**src/rtl/cmp_result_monitor_if.sv**
```systemverilog
// rtl/cmp_result_monitor_if.sv - operand/result stream bundle for cmp_result_monitor
//
// Purpose: groups the operand-pair input stream and the compare-result output
// stream of cmp_result_monitor into a single interface.
// Signals:
//   in_valid / in_ready      operand pair handshake
//   in_a / in_b              operands (WIDTH bits, unsigned)
//   out_valid / out_ready    result handshake
//   out_eq / out_gt / out_lt registered compare flags
// Modports:
//   master  operand source and result consumer (drives in_*, out_ready)
//   slave   the compare stage (drives in_ready, out_*)

interface cmp_result_monitor_if #(
    parameter int WIDTH = 4
);
    logic             in_valid;
    logic             in_ready;
    logic [WIDTH-1:0] in_a;
    logic [WIDTH-1:0] in_b;
    logic             out_valid;
    logic             out_ready;
    logic             out_eq;
    logic             out_gt;
    logic             out_lt;

    modport master (
        output in_valid, in_a, in_b, out_ready,
        input  in_ready, out_valid, out_eq, out_gt, out_lt
    );

    modport slave (
        input  in_valid, in_a, in_b, out_ready,
        output in_ready, out_valid, out_eq, out_gt, out_lt
    );
endinterface

```
**src/rtl/cmp_result_monitor.sv**
```systemverilog
// rtl/cmp_result_monitor.sv - streaming unsigned compare stage with outcome statistics
//
// Purpose: accepts operand pairs over a valid/ready handshake, presents
// registered eq/gt/lt flags one cycle later through a single-entry output
// register, keeps saturating per-outcome counters and raises a sticky alarm
// after RUN_THRESH consecutive accepted A>B results.
// Ports:
//   clk        clock, all state on rising edge
//   rst_n      asynchronous active-low reset
//   clr        synchronous clear of counters, run tracker and alarm
//   bus        cmp_result_monitor_if.slave (in_* / out_* streams)
//   cnt_eq     saturating count of accepted eq results
//   cnt_gt     saturating count of accepted gt results
//   cnt_lt     saturating count of accepted lt results
//   run_alarm  sticky alarm flag
//   stall_cnt  saturating count of stalled output cycles (CMP_STALL_CNT_EN only)
// Optional feature macro: CMP_STALL_CNT_EN

module cmp_result_monitor #(
    parameter int WIDTH      = 4,
    parameter int CNT_W      = 8,
    parameter int RUN_THRESH = 3
) (
    input  logic             clk,
    input  logic             rst_n,
    input  logic             clr,
    cmp_result_monitor_if.slave bus,
    output logic [CNT_W-1:0] cnt_eq,
    output logic [CNT_W-1:0] cnt_gt,
    output logic [CNT_W-1:0] cnt_lt,
`ifdef CMP_STALL_CNT_EN
    output logic [CNT_W-1:0] stall_cnt,
`endif
    output logic             run_alarm
);

    localparam logic [CNT_W-1:0] THRESH  = CNT_W'(RUN_THRESH);
    localparam logic [CNT_W-1:0] CNT_MAX = '1;

    typedef enum logic [1:0] {
        ST_IDLE  = 2'd0,
        ST_RUN   = 2'd1,
        ST_ALARM = 2'd2
    } run_state_t;

    run_state_t       state;
    logic [CNT_W-1:0] run_cnt;

    logic             out_valid_q;
    logic             out_eq_q;
    logic             out_gt_q;
    logic             out_lt_q;

    logic             ready;
    logic             accept;
    logic [WIDTH-1:0] op_a;
    logic [WIDTH-1:0] op_b;
    logic             cmp_decided;
    logic             cmp_gt;
    logic             new_eq;
    logic             new_gt;
    logic             new_lt;

    assign op_a   = bus.in_a;
    assign op_b   = bus.in_b;

    // Single-entry pipeline: room exists when empty or when the held result
    // is leaving this cycle.
    assign ready  = !out_valid_q || bus.out_ready;
    assign accept = bus.in_valid && ready;

    assign bus.in_ready  = ready;
    assign bus.out_valid = out_valid_q;
    assign bus.out_eq    = out_eq_q;
    assign bus.out_gt    = out_gt_q;
    assign bus.out_lt    = out_lt_q;

    // MSB-first priority compare: the first differing bit from the top decides.
    always_comb begin
        cmp_decided = 1'b0;
        cmp_gt      = 1'b0;
        for (int i = WIDTH - 1; i >= 0; i--) begin
            if (!cmp_decided && (op_a[i] != op_b[i])) begin
                cmp_decided = 1'b1;
                cmp_gt      = op_a[i];
            end
        end
    end

    assign new_eq = !cmp_decided;
    assign new_gt = cmp_decided && cmp_gt;
    assign new_lt = cmp_decided && !cmp_gt;

    // Result register: flags only change on accept, so a consume without a
    // new accept clears valid but leaves the last flags visible.
    always_ff @(posedge clk or negedge rst_n) begin
        if (!rst_n) begin
            out_valid_q <= 1'b0;
            out_eq_q    <= 1'b0;
            out_gt_q    <= 1'b0;
            out_lt_q    <= 1'b0;
        end else if (accept) begin
            out_valid_q <= 1'b1;
            out_eq_q    <= new_eq;
            out_gt_q    <= new_gt;
            out_lt_q    <= new_lt;
        end else if (bus.out_ready) begin
            out_valid_q <= 1'b0;
        end
    end

    // Outcome statistics; clr takes priority over a same-cycle accept.
    always_ff @(posedge clk or negedge rst_n) begin
        if (!rst_n) begin
            cnt_eq <= '0;
            cnt_gt <= '0;
            cnt_lt <= '0;
        end else if (clr) begin
            cnt_eq <= '0;
            cnt_gt <= '0;
            cnt_lt <= '0;
        end else if (accept) begin
            if (new_eq && cnt_eq != CNT_MAX) cnt_eq <= cnt_eq + 1'b1;
            if (new_gt && cnt_gt != CNT_MAX) cnt_gt <= cnt_gt + 1'b1;
            if (new_lt && cnt_lt != CNT_MAX) cnt_lt <= cnt_lt + 1'b1;
        end
    end

    // Run tracker: counts consecutive accepted gt results; ALARM is terminal
    // until clr or reset.
    always_ff @(posedge clk or negedge rst_n) begin
        if (!rst_n) begin
            state     <= ST_IDLE;
            run_cnt   <= '0;
            run_alarm <= 1'b0;
        end else if (clr) begin
            state     <= ST_IDLE;
            run_cnt   <= '0;
            run_alarm <= 1'b0;
        end else if (accept) begin
            case (state)
                ST_IDLE: begin
                    if (new_gt) begin
                        run_cnt <= CNT_W'(1);
                        if (THRESH == CNT_W'(1)) begin
                            state     <= ST_ALARM;
                            run_alarm <= 1'b1;
                        end else begin
                            state <= ST_RUN;
                        end
                    end
                end
                ST_RUN: begin
                    if (new_gt) begin
                        run_cnt <= run_cnt + 1'b1;
                        if ((run_cnt + 1'b1) == THRESH) begin
                            state     <= ST_ALARM;
                            run_alarm <= 1'b1;
                        end
                    end else begin
                        state   <= ST_IDLE;
                        run_cnt <= '0;
                    end
                end
                ST_ALARM: begin
                    run_alarm <= 1'b1;
                end
                default: begin
                    state     <= ST_IDLE;
                    run_cnt   <= '0;
                    run_alarm <= 1'b0;
                end
            endcase
        end
    end

`ifdef CMP_STALL_CNT_EN
    // Counts cycles where a result is held back by the consumer.
    always_ff @(posedge clk or negedge rst_n) begin
        if (!rst_n) begin
            stall_cnt <= '0;
        end else if (clr) begin
            stall_cnt <= '0;
        end else if (out_valid_q && !bus.out_ready && stall_cnt != CNT_MAX) begin
            stall_cnt <= stall_cnt + 1'b1;
        end
    end
`endif

endmodule

```
**src/flat_wrapper.sv**
```systemverilog
// flat-port wrapper written by rule: the top's interface ports become plain ports
module cmp_result_monitor_flat 
#(
    parameter int WIDTH      = 4,
    parameter int CNT_W      = 8,
    parameter int RUN_THRESH = 3
)
  (clk, rst_n, clr, cnt_eq, cnt_gt, cnt_lt, run_alarm, bus_in_valid, bus_in_a, bus_in_b, bus_out_ready, bus_in_ready, bus_out_valid, bus_out_eq, bus_out_gt, bus_out_lt);
  cmp_result_monitor_if #(.WIDTH(WIDTH)) bus_i ();
  input  logic clk;
  input  logic rst_n;
  input  logic clr;
  output logic [CNT_W-1:0] cnt_eq;
  output logic [CNT_W-1:0] cnt_gt;
  output logic [CNT_W-1:0] cnt_lt;
  output logic run_alarm;
  input wire logic [$bits(bus_i.in_valid)-1:0] bus_in_valid;
  input wire logic [$bits(bus_i.in_a)-1:0] bus_in_a;
  input wire logic [$bits(bus_i.in_b)-1:0] bus_in_b;
  input wire logic [$bits(bus_i.out_ready)-1:0] bus_out_ready;
  output wire logic [$bits(bus_i.in_ready)-1:0] bus_in_ready;
  output wire logic [$bits(bus_i.out_valid)-1:0] bus_out_valid;
  output wire logic [$bits(bus_i.out_eq)-1:0] bus_out_eq;
  output wire logic [$bits(bus_i.out_gt)-1:0] bus_out_gt;
  output wire logic [$bits(bus_i.out_lt)-1:0] bus_out_lt;
  assign bus_i.in_valid = bus_in_valid;
  assign bus_i.in_a = bus_in_a;
  assign bus_i.in_b = bus_in_b;
  assign bus_i.out_ready = bus_out_ready;
  assign bus_in_ready = bus_i.in_ready;
  assign bus_out_valid = bus_i.out_valid;
  assign bus_out_eq = bus_i.out_eq;
  assign bus_out_gt = bus_i.out_gt;
  assign bus_out_lt = bus_i.out_lt;
  cmp_result_monitor #(.WIDTH(WIDTH), .CNT_W(CNT_W), .RUN_THRESH(RUN_THRESH)) u_core (.clk(clk), .rst_n(rst_n), .clr(clr), .bus(bus_i), .cnt_eq(cnt_eq), .cnt_gt(cnt_gt), .cnt_lt(cnt_lt), .run_alarm(run_alarm));
endmodule
```
**config.mk**
```make
export PLATFORM = sky130hd
export DESIGN_NAME = cmp_result_monitor_flat
export DESIGN_NICKNAME = d
export VERILOG_FILES = /design/src/rtl/cmp_result_monitor_if.sv /design/src/rtl/cmp_result_monitor.sv /design/src/flat_wrapper.sv
export SDC_FILE = /design/constraint.sdc
export NUM_CORES = 1
export LEC_CHECK = 0
export CAP_MARGIN = 20
export CORE_MARGIN = 1.5
export CORE_UTILIZATION = 45
export DETAILED_ROUTE_END_ITERATION = 10
export PLACE_DENSITY = 0.78
export REMOVE_ABC_BUFFERS = 1
export SETUP_SLACK_MARGIN = 0.02
export SLEW_MARGIN = 10
export SYNTH_ARGS = -nofsm -noshare
export SYNTH_HDL_FRONTEND = slang
export SYNTH_SLANG_ARGS = --single-unit
```
**constraint.sdc**
```tcl
create_clock -name clk -period 2.56 [get_ports clk]
set_input_delay 0.384 -clock clk [delete_from_list [all_inputs] [get_ports clk]]
set_output_delay 0.384 -clock clk [all_outputs]
set_load 0.05 [all_outputs]
```
== After elaboration in Yosys (flattened, before gate mapping) ==
Index checks and enable logic that the tools add are counted.
Operators by class
  add/sub/neg operators: 4
  equal/unequal tests: 16
  muxes and demuxes: 35
  reduce and logical (&&, ||, !) cells: 28
Operators by type and width (count)
  8-bit two-way mux: 13
  8-bit by 1-bit adder with 8-bit output, second input constant: 4
  8-bit inequality test, second input constant: 3
  8-bit case mux with 3 select lines: 1
  1-bit two-way mux: 14
  2-bit two-way mux: 5
  2-bit nonzero test: 5
  1-bit logical AND: 9
  3-bit by 2-bit inequality test with 1-bit output, second input constant: 3
  8-bit by 2-bit equality test with 1-bit output, second input constant: 1
  4-bit AND reduction: 2
  1-bit zero test: 6
  2-bit case mux with 3 select lines: 1
  2-bit AND reduction: 3
  1-bit inequality test: 4
  2-bit inequality test, second input constant: 2
  4-bit inequality test, second input constant: 1
  1-bit case mux with 3 select lines: 1
  3-bit AND reduction: 1
  2-bit by 1-bit equality test with 1-bit output, second input constant: 1
  2-bit equality test, second input constant: 1
  2-bit zero test: 1
  1-bit logical OR: 1
Word-level totals
  register bits: 39
  output and inout bits: 30
  logic and storage cells: 93

== Longest topological paths before layout ==
  depth after elaboration: 17
  depth in mapped cells: 9
  gate-level depth less buffers: 8

== Worst setup path after synthesis ==
Ideal clock, no wire load.
  path type: flip-flop to flip-flop
  start: register u_core.out_valid_q (netlist: u_core.bus.out_valid)
  end: register u_core.cnt_eq[6]
  setup time: 0.132 ns
  arrival: 2.403 ns
  data required time: 2.428 ns
  path slack: 0.025 ns
  cell stages (with the launch flop): 8
  buffers on the path: 1
  clock period less this slack: 2.535 ns
  cells stage by stage: dfrtp_1 -> nand2b_1 -> clkbuf_1 -> nand2_1 -> a311oi_2 -> nand4_1 -> xor2_1 -> nor2_1
On the way
  longest elaborated chain between the ends: 5
RTL lines
  start, declared: line cmp_result_monitor.sv:49  | logic out_valid_q;
  start signal, assigned: line cmp_result_monitor.sv:98  | out_valid_q <= 1'b0;
  start signal, assigned: line cmp_result_monitor.sv:103  | out_valid_q <= 1'b1;
  start signal, assigned: line cmp_result_monitor.sv:108  | out_valid_q <= 1'b0;
  1-bit zero test: line cmp_result_monitor.sv:69  | assign ready = !out_valid_q || bus.out_ready;
  1-bit logical OR: line cmp_result_monitor.sv:69
  via bus_in_ready: line flat_wrapper.sv:21  | output wire logic [$bits(bus_i.in_ready)-1:0] bus_in_ready;
  1-bit logical AND: line cmp_result_monitor.sv:70  | assign accept = bus.in_valid && ready;
  2-bit nonzero test (no line)
  2-bit AND reduction (no line)
  end signal, assigned: line cmp_result_monitor.sv:123  | if (new_eq && cnt_eq != CNT_MAX) cnt_eq <= cnt_eq + 1'b1;
  end, declared: line cmp_result_monitor.sv:28  | output logic [CNT_W-1:0] cnt_eq,
The timed path passes the listed nets, and every way through them passes these cells.
A chain may end at the register's enable or synchronous reset.

== Worst setup path in the final report ==
  start: input bus_in_b[3]
  end: register u_core.cnt_lt[5]
On the way
  longest elaborated chain between the ends: 16
  elaborated cells between the ends (all ways): 20
  classes of those cells: eq/ne: 1; mux: 8; reduce/logical: 11
RTL lines
  start, declared: line flat_wrapper.sv:19  | input wire logic [$bits(bus_i.in_b)-1:0] bus_in_b;
  1-bit inequality test *: line cmp_result_monitor.sv:83  | if (!cmp_decided && (op_a[i] != op_b[i])) begin
  1-bit two-way mux: line cmp_result_monitor.sv:83
  1-bit zero test: line cmp_result_monitor.sv:83
  1-bit logical AND: line cmp_result_monitor.sv:83
  1-bit two-way mux: line cmp_result_monitor.sv:83
  1-bit zero test: line cmp_result_monitor.sv:83
  1-bit logical AND: line cmp_result_monitor.sv:83
  1-bit two-way mux: line cmp_result_monitor.sv:83
  1-bit zero test: line cmp_result_monitor.sv:83
  1-bit logical AND: line cmp_result_monitor.sv:83
  1-bit two-way mux: line cmp_result_monitor.sv:83
  1-bit zero test: line cmp_result_monitor.sv:92  | assign new_lt = cmp_decided && !cmp_gt;
  1-bit logical AND *: line cmp_result_monitor.sv:92
  1-bit logical AND *: line cmp_result_monitor.sv:125  | if (new_lt && cnt_lt != CNT_MAX) cnt_lt <= cnt_lt + 1'b1;
  2-bit nonzero test (no line) *
  2-bit AND reduction (no line) *
  end signal, assigned: line cmp_result_monitor.sv:125
  end, declared: line cmp_result_monitor.sv:30  | output logic [CNT_W-1:0] cnt_lt,
Every way passes the cells marked *; elsewhere a longest branch is shown, timed or not.

==> summary.txt <==
Floorplan
  – Die width: 73.45 um
  – Initial core utilization: 46.97%
  – # rows: 25
  – Die area: 5395 um2
  – Core Area: 4755 um2
  – Die Y: 73.45 um
  – I/O Pins: 43

Clocking
  – Post-CTS setup buffers: 0
  – CTS tree: built
  – CTS max path bufs: 2
  – Clock slew at reported path FFs: 0.07 ns
  – Post-CTS Resized: 0
  – Clock Latency Late Sink: 0.29 ns
  – Number of H-tree levels: 2
  – Clock Sinks: 39
  – Root Buffer: clkbuf_8
  – Num CTS Buffers: 5
  – Post-cts hold buffer count: 0

Timing
  – Fin Setup TNS: 0 ns
  – RSZ-0062 raised after global routing: no
  – Worst Skew: 0.003294 ns
  – Period utilization: 88.75%
  – Worst rel slew slack: 43.08%
  – Max-slew violation count: 0
  – Worst slew pin tran: 0.8537 ns
  – Final setup violation count: 0
  – Period minus WS final: 2.272 ns
  – Hold Vio Cnt, Final: 0
  – Final critical-path setup slack: 0.2879 ns
  – Fmax: 0.4401 GHz

Setup path
  – Cell Chain, Critical Path: clkdlybuf4s50_1, inv_1, ha_1, inv_1, nand2_1, o221ai_1, nor4_1, xnor2_1, nor2_1
  – Reg-to-Reg Start: u_core.run_cnt[0]
  – Worst-path maximum fanout: 9
  – CP dominant cell by count: inv_1
  – Required @ worst endpoint: 2.73 ns
  – CP max stage delay: 0.46 ns
  – CP bufs+invs: 3
  – R2R Setup Slk: 0.29 ns
  – CP arrival: 2.45 ns
  – CP top delay family: simple AND/OR/NAND/NOR gates
  – Slowest library cell on the worst path: nor4_1
  – Worst setup EP type: flip-flop
  – Crit. Startpoint: bus_in_b[3]
  – Worst Setup Start Kind: input pin
  – Critical path class: in -> reg
  – Reg2reg path depth: 7
  – FF-to-FF End: u_core.run_alarm
  – CP endpoint: u_core.cnt_lt[5]
  – Critical Path Stages: 9

Synth
  – Post-synth ARST share: 100.0%
  – Yosys reg bits: 39
  – Avg Cell Area, Syn: 9.464 um2
  – Sequential area share after synthesis: 43.70%
  – Synth top area cells: dfrtp_1, xnor2_1, ha_1
  – EDFF count, synth: 0
  – Synth cell types: 43
  – Top_reg_cell synth: dfrtp_1
  – Yosys Warn Count: 0
  – Syn Inst Count: 236
  – Synth Cell Area: 2233 um2
  – Area share of the largest cell type after synthesis: 43.70%
  – Area leader, netlist: dfrtp_1

Finish
  – # fillers: 440
  – Total Nets Final: 310
  – Multi-input gate area: 1192 um2
  – Area grow syn2layout: 26.95%
  – FF+latch area: 975.9 um2
  – Share of cells above drive strength 1: 8.042%
  – Antenna Cells: 0

Placement
  – Post-DP HPWL: 3587 um
  – Dpl ws: 0.0007196 ns
  – Port Buffers: 42
  – GP Congestion: 0.9436

GRT
  – Vias in the first global route: 1,723
  – Initial antenna violation count: 0
  – First-pass GRT wire length: 7928 um
  – Tot GR Track Use: 19.14%
  – Total grt overflow: 0
  – Largest net degree at the start of global routing: 40

Route
  – Routed vias/inst: 5.391
  – Routed WL per cell: 13.63 um
  – DRC violations left: 0
  – Vias: 1,903
  – Detailed Routing Iterations Pass 1: 4
  – Post-DRT Antenna Nets: 0
  – Initial drt markers: 76
  – DRT Wirelength: 4810 um

Outcome
  – Outcome: completed

Power
  – Pwr Density: 499.7 nW/um2
  – Peak supply drop: 0.2174 mV
  – Leakage: 1.168 nW

Flow run
  – Max-cap violations: 0

Min path
  – Hold Path Class: in -> async
worst reg2reg max path, delay by kind of cell (launching register included):
| family | cells | cell delay (ns) |
|---|---|---|
| mux | 1 | 0.28 |
| fa+ha+maj | 1 | 0.25 |
| flops | 1 | 0.47 |
| compound gates | 2 | 0.45 |
| simple gates | 3 | 0.71 |
layer usage:
metal  global-route usage, %  part of all wire (%)
met5                       0                     0
met4                   6.790                   1.4
met3                   4.801                   5.0
met2                   30.93                    48
met1                   24.93                    46
Yosys cell counts, drive strengths merged (2+ instances only):
| cell | count |
|---|---|
| a21oi | 6 |
| and3 | 5 |
| clkbuf | 4 |
| dfrtp | 39 |
| ha | 10 |
| inv | 12 |
| mux2i | 2 |
| nand2 | 17 |
| nand2b | 7 |
| nand3 | 12 |
| nand4 | 9 |
| nor2 | 28 |
| nor2b | 4 |
| nor3 | 7 |
| nor3b | 2 |
| nor4 | 7 |
| o211ai | 2 |
| o21ai | 13 |
| o2bb2ai | 3 |
| o31ai | 4 |
| or3 | 2 |
| xnor2 | 19 |
| xor2 | 6 |
placed cells by master (no fill, tap or decap), drive strengths merged, types with 9 or more instances in the layout:
cell type and instances:
clkdlybuf4s50 40, dfrtp 39, nor2 28, xnor2 19, nand2 17, o21ai 13
inv 12, nand3 12, ha 10, nand4 9, buf 9
state kept, by name (all words and copies together), names as in the netlist:
register and cells:
u_core.state 2, u_core.cnt_lt 8, u_core.bus.out_eq 1, u_core.run_alarm 1, u_core.bus.out_valid 1, u_core.bus.out_gt 1
u_core.cnt_eq 8, u_core.run_cnt 8, u_core.bus.out_lt 1, u_core.cnt_gt 8
kinds of logic (layout without fill, tap and decap cells):
| logic type | Yosys count | count (layout) | synth area share, % |
|---|---|---|---|
| muxes | 3 | 3 | 1.401 |
| and+or+nand+nor | 103 | 103 | 23.81 |
| DFF | 39 | 39 | 43.70 |
| adders and majority gates | 11 | 11 | 6.106 |
| xor gates and xnor gates | 25 | 25 | 9.804 |
| AOI/OAI and AO/OA | 38 | 38 | 12.27 |
| buffers and inverters | 17 | 67 | 2.913 |
where the power goes:
part           switching, W  total (W)  internal (W)
registers         0.0000287   0.000678      0.000649
logic              0.000227   0.000365      0.000138
clock network      0.000192   0.000374      0.000181
worst min path at each step:
stage                            from                 to  slack, ns  depth (start not counted)
floorplan                       rst_n  u_core.bus.out_eq       0.09                          0
detailed placement  u_core.bus.out_eq  u_core.bus.out_eq       0.47                          2
global route                    rst_n   u_core.cnt_lt[1]       0.26                          1
finish                          rst_n   u_core.cnt_lt[1]       0.20                          1
global placement    u_core.bus.out_eq  u_core.bus.out_eq       0.47                          2
CTS                             rst_n   u_core.cnt_lt[1]       0.22                          1
metrics by stage:
| step | hold slack [ns] | std cells | utilization (%) | power (W) | cell area (um2) |
|---|---|---|---|---|---|
| 5_1_grt | 0.2608 | 353 | 59.63 | 0.001501 | 2835 |
| 6_report | 0.2013 | 353 | 59.63 | 0.001417 | 2835 |
| 2_1_floorplan | 0.08841 | 231 | - | 0.0009211 | 2213 |
| 4_1_cts | 0.2224 | 353 | 59.63 | 0.001434 | 2835 |
| 3_3_place_gp | 0.4681 | 347 | 58.11 | 0.001049 | 2763 |
| 3_5_place_dp | 0.4692 | 347 | 58.11 | 0.001058 | 2763 |
area by class of cell:
cell class | count | area share, %
clock buffer | 6 | 2.560
tap | 67 | 2.957
timing repair buffer | 49 | 16.42
inverter | 12 | 1.589
multi-input combinational | 180 | 42.06
sequential | 39 | 34.42
Power figures use the tool's default switching activity.
==> patch, RTL diff (config.mk and constraints unchanged) <==
`WIDTH` is set to 4 in 3 places; all go to 5.
--- a/src/rtl/cmp_result_monitor_if.sv
+++ b/src/rtl/cmp_result_monitor_if.sv
@@ -12,7 +12,7 @@
 //   slave   the compare stage (drives in_ready, out_*)
 
 interface cmp_result_monitor_if #(
-    parameter int WIDTH = 4
+    parameter int WIDTH = 5
 );
     logic             in_valid;
     logic             in_ready;
--- a/src/rtl/cmp_result_monitor.sv
+++ b/src/rtl/cmp_result_monitor.sv
@@ -17,7 +17,7 @@
 // Optional feature macro: CMP_STALL_CNT_EN
 
 module cmp_result_monitor #(
-    parameter int WIDTH      = 4,
+    parameter int WIDTH      = 5,
     parameter int CNT_W      = 8,
     parameter int RUN_THRESH = 3
 ) (
--- a/src/flat_wrapper.sv
+++ b/src/flat_wrapper.sv
@@ -1,7 +1,7 @@
 // flat-port wrapper written by rule: the top's interface ports become plain ports
 module cmp_result_monitor_flat 
 #(
-    parameter int WIDTH      = 4,
+    parameter int WIDTH      = 5,
     parameter int CNT_W      = 8,
     parameter int RUN_THRESH = 3
 )
Interface: changed (resized bus_in_a and bus_in_b); port bits go from 43 to 45. The function was not compared with the original's and may differ.
==> patch against the original RTL <==
  * Design area grew 18%
  * Worst setup slack lost 190 ps
  * Synthesized cell count grew 12%
  * Die area grew 10%
  * Global-route usage grew 1.9 points
  * Sequential cell count is the same
  * Total power grew 12%
  * Wire length grew 25%
  * Area after synthesis grew 10%
==> patch: results (changes against the original RTL) <==
| Metric | Value |
|---|---|
| Vias in the first global route | `2189 (+27%)` |
| Pre-CTS setup slack | `-271 ps (-272 ps)` |
| Fin cells | `408 (+16%)` |
| I/O Buffers | `44 (+4.8%)` |
| Worst-skew pair later-pin latency | `300 ps` |
| Register share of total power | `0.420 (-0.059)` |
| Setup Skew | `6.32 ps (+3.02 ps)` |
| Worst r2r src | `u_core.state[0]` |
| Crit path max-delay family | `buffers and inverters` |
| Detailed Routing Iterations Pass 1 | `4 (unchanged)` |
| Int Pwr | `1.08 mW (+11%)` |
| Met2 Resource Use GR | `0.358 (+0.0482)` |
| Outcome | `finished clean` |
| Critical Path AT | `2640 ps (+190 ps)` |
| Placed cells | `400 (+15%)` |
| Via/cell ratio | `5.70 (+5.8%)` |
| Gpl congestion | `0.823 (-13%)` |
| Largest fanout on the critical path | `5 (-4)` |
| Antenna Nets Post-Route | `0 (unchanged)` |
| Placed cell area | `0.00319 mm² (+16%)` |
| First-pass GRT wire length | `10.1 mm (+27%)` |
| Leak pwr | `1.44 nW (+23%)` |
| R2R setup slack | `470 ps (+180 ps)` |
| Critical-path top delay cell | `clkdlybuf4s50_1` |
| Nets | `362 (+17%)` |
| Seq group | `0.665 mW (-2%)` |
| DR iter-0 viols | `154 (+100%)` |
| Class of the worst hold path | `primary input to async pin` |
| Root buffer cell | `clkbuf_8` |
| Distinct cells, synth | `57 (+33%)` |
| WL/cell | `14.8 µm (+8.4%)` |
| Hold Worst Slack | `205 ps (+3.33 ps)` |
| Final min period | `2470 ps (+194 ps)` |
| Least-Margin Pin Slew | `892 ps (+38.6 ps)` |
| Sequential-to-total area share from yosys stat | `0.396 (-0.0414)` |
| Detailed placement HPWL | `4.33 mm (+21%)` |
| Layout cells sized above 1 | `0.189 (+0.109)` |
| Top cells by count, synth | `dfrtp_1, nor2_1, nand3_1` |
| Crit Reg-Reg Endpoint | `u_core.run_cnt[7]` |
| M3 GR Usage | `0.0321 (-0.0159)` |
| Initial antenna violation count | `0 (unchanged)` |
| Post-CTS Repair Setup Buffers | `0 (unchanged)` |
| Setup crit start | `bus_in_b[4]` |
| Met1 usage | `0.272 (+0.0226)` |
| Power Clock | `0.474 mW (+27%)` |
| Total Routing Usage GR | `0.210 (+0.0186)` |
| Depth of the most critical reg-to-reg path | `7 (unchanged)` |
| Total of warnings raised by yosys | `0 (unchanged)` |
| Setup-failing EPs final | `0 (unchanged)` |
| Worst IR drop on VDD | `0.000241 V (+11%)` |
| Mean post-synth cell area | `9.35 µm² (-1.2%)` |
| CP max stage delay | `approximately 450 ps` |
| Synth area leaders | `dfrtp_1, ha_1, nand3_1` |
| Clock buffer depth | `2 (unchanged)` |
| Worst Setup EP | `u_core.run_cnt[0]` |
## patch: per-layer routing
| layer | share of wire | wire [µm] |
|---|---|---|
| met1 | 0.45 | 2730 |
| met2 | 0.50 | 3020 |
| met3 | 0.035 | 208 |
| met4 | 0.012 | 70 |
| met5 | 0 | 0 |
## patch: timing repair
item,in CTS,in global routing
hold endpoints to repair,0,0
gates resized for setup,0,9
endpoints found under the setup margin,0,19
## patch: layout make-up
| class | count | area (µm²) |
|---|---|---|
| clock buffers | 7 | 96.3 |
| clock inverters | 1 | 7.51 |
| fillers | 454 | 1860 |
| inverters | 15 | 56.3 |
| multi-input cells | 198 | 1430 |
| flip-flops and latches | 39 | 976 |
| well taps | 70 | 87.6 |
| repair buffers | 78 | 692 |
## patch: cell families after synthesis
group	count (synthesis)	share of synthesized area
AO/OA/AOI/OAI	68	0.209
XOR/XNOR	10	0.0355
adder cells (fa/ha/maj)	10	0.0507
buffers and inverters	27	0.0431
flip-flops	39	0.396
multiplexers	5	0.0213
AND/OR/NAND/NOR	105	0.244
